<file path="src/rtl/fir_mac_stream.sv">
// Streaming signed FIR filter that time-multiplexes one multiplier across all taps.
// Ready/valid on both sides, run-time loadable coefficients, saturating output.
module fir_mac_stream #(
    parameter int DATA_W = 8,
    parameter int COEF_W = 8,
    parameter int TAPS   = 4,
    parameter int OUT_W  = 16
) (
    input  logic                    clk,
    input  logic                    rst_n,
    input  logic                    in_valid,
    output logic                    in_ready,
    input  logic [DATA_W-1:0]       in_data,
    input  logic                    coef_we,
    input  logic [$clog2(TAPS)-1:0] coef_idx,
    input  logic [COEF_W-1:0]       coef_data,
    output logic                    out_valid,
    input  logic                    out_ready,
    output logic [OUT_W-1:0]        out_data,
    output logic                    coef_err
);
    localparam int IDX_W  = $clog2(TAPS);
    localparam int PROD_W = DATA_W + COEF_W;
    localparam int ACC_W  = DATA_W + COEF_W + $clog2(TAPS);
    localparam int WIDE_W = (ACC_W > OUT_W) ? ACC_W : OUT_W;
    localparam longint MAX_V = (longint'(1) <<< (OUT_W - 1)) - 1;
    localparam longint MIN_V = -(longint'(1) <<< (OUT_W - 1));
    localparam logic signed [WIDE_W-1:0] SAT_MAX = WIDE_W'(MAX_V);
    localparam logic signed [WIDE_W-1:0] SAT_MIN = WIDE_W'(MIN_V);
    localparam logic [IDX_W-1:0] LAST_TAP = IDX_W'(TAPS - 1);

    typedef enum logic [1:0] {
        IDLE,
        MAC,
        OUT
    } state_t;

    state_t state, state_next;

    logic signed [DATA_W-1:0] x [TAPS];
    logic signed [COEF_W-1:0] c [TAPS];
    logic signed [ACC_W-1:0]  acc;
    logic signed [ACC_W-1:0]  acc_sum;
    logic signed [PROD_W-1:0] prod;
    logic signed [WIDE_W-1:0] sum_wide;
    logic signed [OUT_W-1:0]  sat;
    logic [IDX_W-1:0]         tap;
    logic                     idx_ok;
    logic                     accept;

    assign idx_ok = (int'(coef_idx) < TAPS);
    assign accept = in_valid && in_ready;

    always_comb begin
        prod     = c[tap] * x[tap];
        acc_sum  = acc + ACC_W'(prod);
        sum_wide = WIDE_W'(acc_sum);
        if (sum_wide > SAT_MAX) begin
            sat = OUT_W'(SAT_MAX);
        end else if (sum_wide < SAT_MIN) begin
            sat = OUT_W'(SAT_MIN);
        end else begin
            sat = OUT_W'(sum_wide);
        end
    end

    always_ff @(posedge clk or negedge rst_n) begin
        if (!rst_n) begin
            state <= IDLE;
        end else begin
            state <= state_next;
        end
    end

    always_comb begin
        state_next = state;
        in_ready   = 1'b0;
        case (state)
            IDLE: begin
                in_ready = !coef_we;
                if (!coef_we && in_valid) begin
                    state_next = MAC;
                end
            end
            MAC: begin
                if (tap == LAST_TAP) begin
                    state_next = OUT;
                end
            end
            OUT: begin
                if (out_ready) begin
                    state_next = IDLE;
                end
            end
            default: state_next = IDLE;
        endcase
    end

    always_ff @(posedge clk or negedge rst_n) begin
        if (!rst_n) begin
            for (int unsigned i = 0; i < TAPS; i++) begin
                x[i] <= '0;
                c[i] <= '0;
            end
            c[0]      <= COEF_W'(1);
            acc       <= '0;
            tap       <= '0;
            out_valid <= 1'b0;
            out_data  <= '0;
            coef_err  <= 1'b0;
        end else begin
            case (state)
                IDLE: begin
                    if (coef_we) begin
                        if (idx_ok) begin
                            c[coef_idx] <= coef_data;
                        end
                    end else if (accept) begin
                        x[0] <= in_data;
                        for (int unsigned i = 1; i < TAPS; i++) begin
                            x[i] <= x[i-1];
                        end
                        acc <= '0;
                        tap <= '0;
                    end
                end
                MAC: begin
                    acc <= acc_sum;
                    tap <= tap + 1'b1;
                    if (tap == LAST_TAP) begin
                        out_data  <= sat;
                        out_valid <= 1'b1;
                    end
                end
                OUT: begin
                    if (out_ready) begin
                        out_valid <= 1'b0;
                    end
                end
                default: ;
            endcase
            // Writes while busy are dropped; only an in-range index flags the error.
            if (coef_we && idx_ok && (state != IDLE)) begin
                coef_err <= 1'b1;
            end
        end
    end
endmodule

</file>
<file path="config.mk">
export PLATFORM = sky130hd
export DESIGN_NAME = fir_mac_stream
export DESIGN_NICKNAME = d
export VERILOG_FILES = /design/src/rtl/fir_mac_stream.sv
export SDC_FILE = /design/constraint.sdc
export NUM_CORES = 1
export LEC_CHECK = 0
export CAP_MARGIN = 40
export CORE_UTILIZATION = 25
export DETAILED_ROUTE_END_ITERATION = 8
export HOLD_SLACK_MARGIN = 0.03
export SYNTH_ARGS = -nofsm -noshare
export SYNTH_HDL_FRONTEND = slang
export SYNTH_SLANG_ARGS = --single-unit
</file>
<file path="constraint.sdc">
create_clock -name clk -period 9.2 [get_ports clk]
set_input_delay 1.84 -clock clk [delete_from_list [all_inputs] [get_ports clk]]
set_output_delay 1.84 -clock clk [all_outputs]
set_load 0.01 [all_outputs]
</file>
==> impl_metrics.ini <==
[timing]
clock.fmax_mhz = 149
drv_slew = 0
worst_pin_slew_ns = 0.825
final.min_clock_period_ns = 6.72
setup_viol = 0
hold_viol = 0
rsz0062_at_grt = no
tns_ns = 0
whs_ns = 0.476
min_period_over_period_pct = 73.0
relSlewSlack_pct = 45.0
clock_skew_ns = 0.00807

[critical_path]
setup.worst_path.end_class = flip-flop
crit_slowest_cell = dfrtp_1
path_common_cell = fa_1
critPathLaunchType = flip-flop
critPathKind = reg2reg
cp_cell_sequence = mux4_2 > and2_1 > inv_1 > fa_1 > inv_1 > fa_1 > fa_1 > fa_1 > fa_1 > ha_1 > o211ai_1 > o21ai_2 > nand4_1 > a31oi_1 > xnor2_1 > a211o_1 > o221a_2
cp.arrival_ns = 7.02
cp_max_fo = 19
critPathMaxStageDelay_ns = 0.89
crit_required_ns = 9.50

[floorplanning]
die-area_um2 = 31200
rows = 63
core_um2 = 29800
top_level_ports = 42
start_util_pct = 25.6
die_x_um = 177
die_y_um = 177

[place]
hpwl_mm = 12.8
gp_congestion = 0.783
port_buffers = 41

[yosys]
syn_avg_cell_area_um2 = 12.2
ys_seq_area_share_pct = 34.1
yosysWarnings = 0
ys_types = 52
synth_ff_type = dfrtp_1
postSynthCellCount = 626
synth-edff-count = 0
mappedNetlistNets = 772
synthArstFlopShare_pct = 100
syn-cell-area_um2 = 7630
yosys_register_bits = 104

[global_route]
grt_pass1_vias = 5020
grt-ovfl-total = 0
grt_pass1_wl_mm = 27.4
grt_max_degree = 62
antenna_found_initial = 0
grt.total_usage_pct = 11.3

[clocking]
cts_tree = done
ctsResizeCount = 0
post-cts-setup-buffers = 0
htree_levels = 3
cts_made_buffers = 9
clk_latency_ns = 0.37
cts.clk_slew.worst_paths_ns = 0.08
cts_root_buffer = clkbuf_16
clk_path_buf_depth = 2
cts-hold-fix-buffers = 0
cts_sinks = 104

[drt]
drc = 0
firstDrtPassIters = 4
vias = 4674
finalWirelength_mm = 16.3
avgRoutedWirePerCell_um = 15.4
postRouteAntennaNets = 0
via_per_inst = 4.42
drt_iter0_drc = 296

[final_layout]
drive_above_1_share_pct = 17.5
syn2layout_area_growth_pct = 15.2
antenna_cells = 0
final_net_count = 809
post-route-util_pct = 29.5

[run]
maxCapViolCount = 0

[outcome]
status = finished clean

[min_path]
hp-class = reg2reg
[sequential cells by signal (all words and copies together), names as in the netlist]
| name | count |
|---|---|
| c | 32 |
| out_valid | 1 |
| x | 32 |
| acc | 18 |
| coef_err | 1 |
| state | 2 |
| out_data | 16 |
| tap | 2 |
[cells in the mapped netlist (3+ instances only)]
master    count  area share [%]
xor2_1        3            0.34
a21oi_1      10            0.66
and2_1       36             3.0
mux2_2       65             9.6
o21ai_0      13            0.85
clkbuf_1     11            0.54
a22o_1       15             1.7
o221a_2       5            0.74
nand3_1       3            0.20
mux4_2       15             4.4
dfrtp_1     103              34
xnor2_1      17             2.0
nand2_1      38             1.9
o21bai_1      3            0.30
inv_1        92             4.5
buf_2         5            0.33
nor2_1       13            0.64
ha_1         43             7.1
fa_1         80              21
o221a_1      10             1.5
nor2b_1       3            0.25
a31oi_1       3            0.25
[stage by stage]
| step | setup slack [ns] | area, um^2 | cells |
|---|---|---|---|
| floorplan | 2.92 | 7630 | 626 |
| global placement | 2.52 | 8470 | 1042 |
| detailed placement | 2.43 | 8470 | 1042 |
| CTS | 2.42 | 8790 | 1058 |
| global route | 2.06 | 8790 | 1058 |
| finish | 2.48 | 8790 | 1058 |
[layout by cell type (no fill, tap or decap), types with 2 or more instances in the layout]
master and count:
a211o_1 2, a21o_1 2, a21oi_1 10, a22o_1 15, a31oi_1 3, and2_1 36, and3_1 2, buf_4 6
clkbuf_16 9, clkdlybuf4s50_1 40, clkinvlp_4 2, dfrtp_1 103, fa_1 80, ha_1 43, inv_1 92, mux2_2 65
mux4_2 15, nand2_1 38, nand2b_1 2, nand3_1 3, nand4_1 2, nor2_1 13, nor2b_1 3, nor3_1 2
o211ai_1 2, o21a_1 2, o21ai_0 12, o21ai_1 3, o21bai_1 3, o221a_1 10, o221a_2 5, xnor2_1 17
xor2_1 3
[path summary, 6_finish.rpt]
| path | slack [ns] | from | cells past startpoint | endpoint |
|---|---|---|---|---|
| max | 2.48 | tap[1]$_DFFE_PN0P_ | 17 | out_data[5]$_DFFE_PN0P_ |
| min | 0.48 | coef_err$_DFFE_PN0P_ | 1 | coef_err$_DFFE_PN0P_ |
| max reg2reg | 2.48 | tap[1]$_DFFE_PN0P_ | 17 | out_data[5]$_DFFE_PN0P_ |
| min reg2reg | 0.48 | coef_err$_DFFE_PN0P_ | 1 | coef_err$_DFFE_PN0P_ |
| max in group asynchronous | 6.57 | rst_n | 2 | tap[0]$_DFFE_PN0P_ |
| min in group asynchronous | 1.53 | rst_n | 1 | c[11]$_DFFE_PN0P_ |
[critical path: cells and delay by family, from the launching register on]
kind            cells  cell delay, ns
fa+ha+maj           6            2.89
compound gates      5            1.33
flops               1            0.89
simple gates        2            0.65
mux                 1            0.46
xor+xnor            1            0.24
buf+inv             2            0.19
[per-layer routing]
metal  up-vias  GRT usage (%)  routed length (um)
met3        19           1.59                 489
li1       2173              -                   -
met4         0           4.56                 359
met1      2408           14.8                7170
met5         -              0                   0
met2        74           18.8                8260
[final cells by class]
class                   count  area, um^2
fillers                  3091       21000
multi-input cells         410        4590
flip-flops and latches    104        2600
well taps                 390         488
repair buffers             46         445
inverters                  92         345
clock buffers               9         225
clock inverters             7        90.1
[kinds of logic (layout without fill, tap and decap cells)]
group | Yosys count | count (layout) | share of synthesized area, %
xor gates and xnor gates | 20 | 20 | 2.30
buffers and inverters | 112 | 154 | 5.74
muxes | 81 | 81 | 14.2
and+or+nand+nor | 108 | 108 | 7.41
AOI/OAI and AO/OA | 78 | 78 | 8.23
DFF | 104 | 104 | 34.1
adders and majority gates | 123 | 123 | 28.0
Power is not shown: default switching activity piles up to over one toggle a cycle in this logic, so the estimate is an artifact.
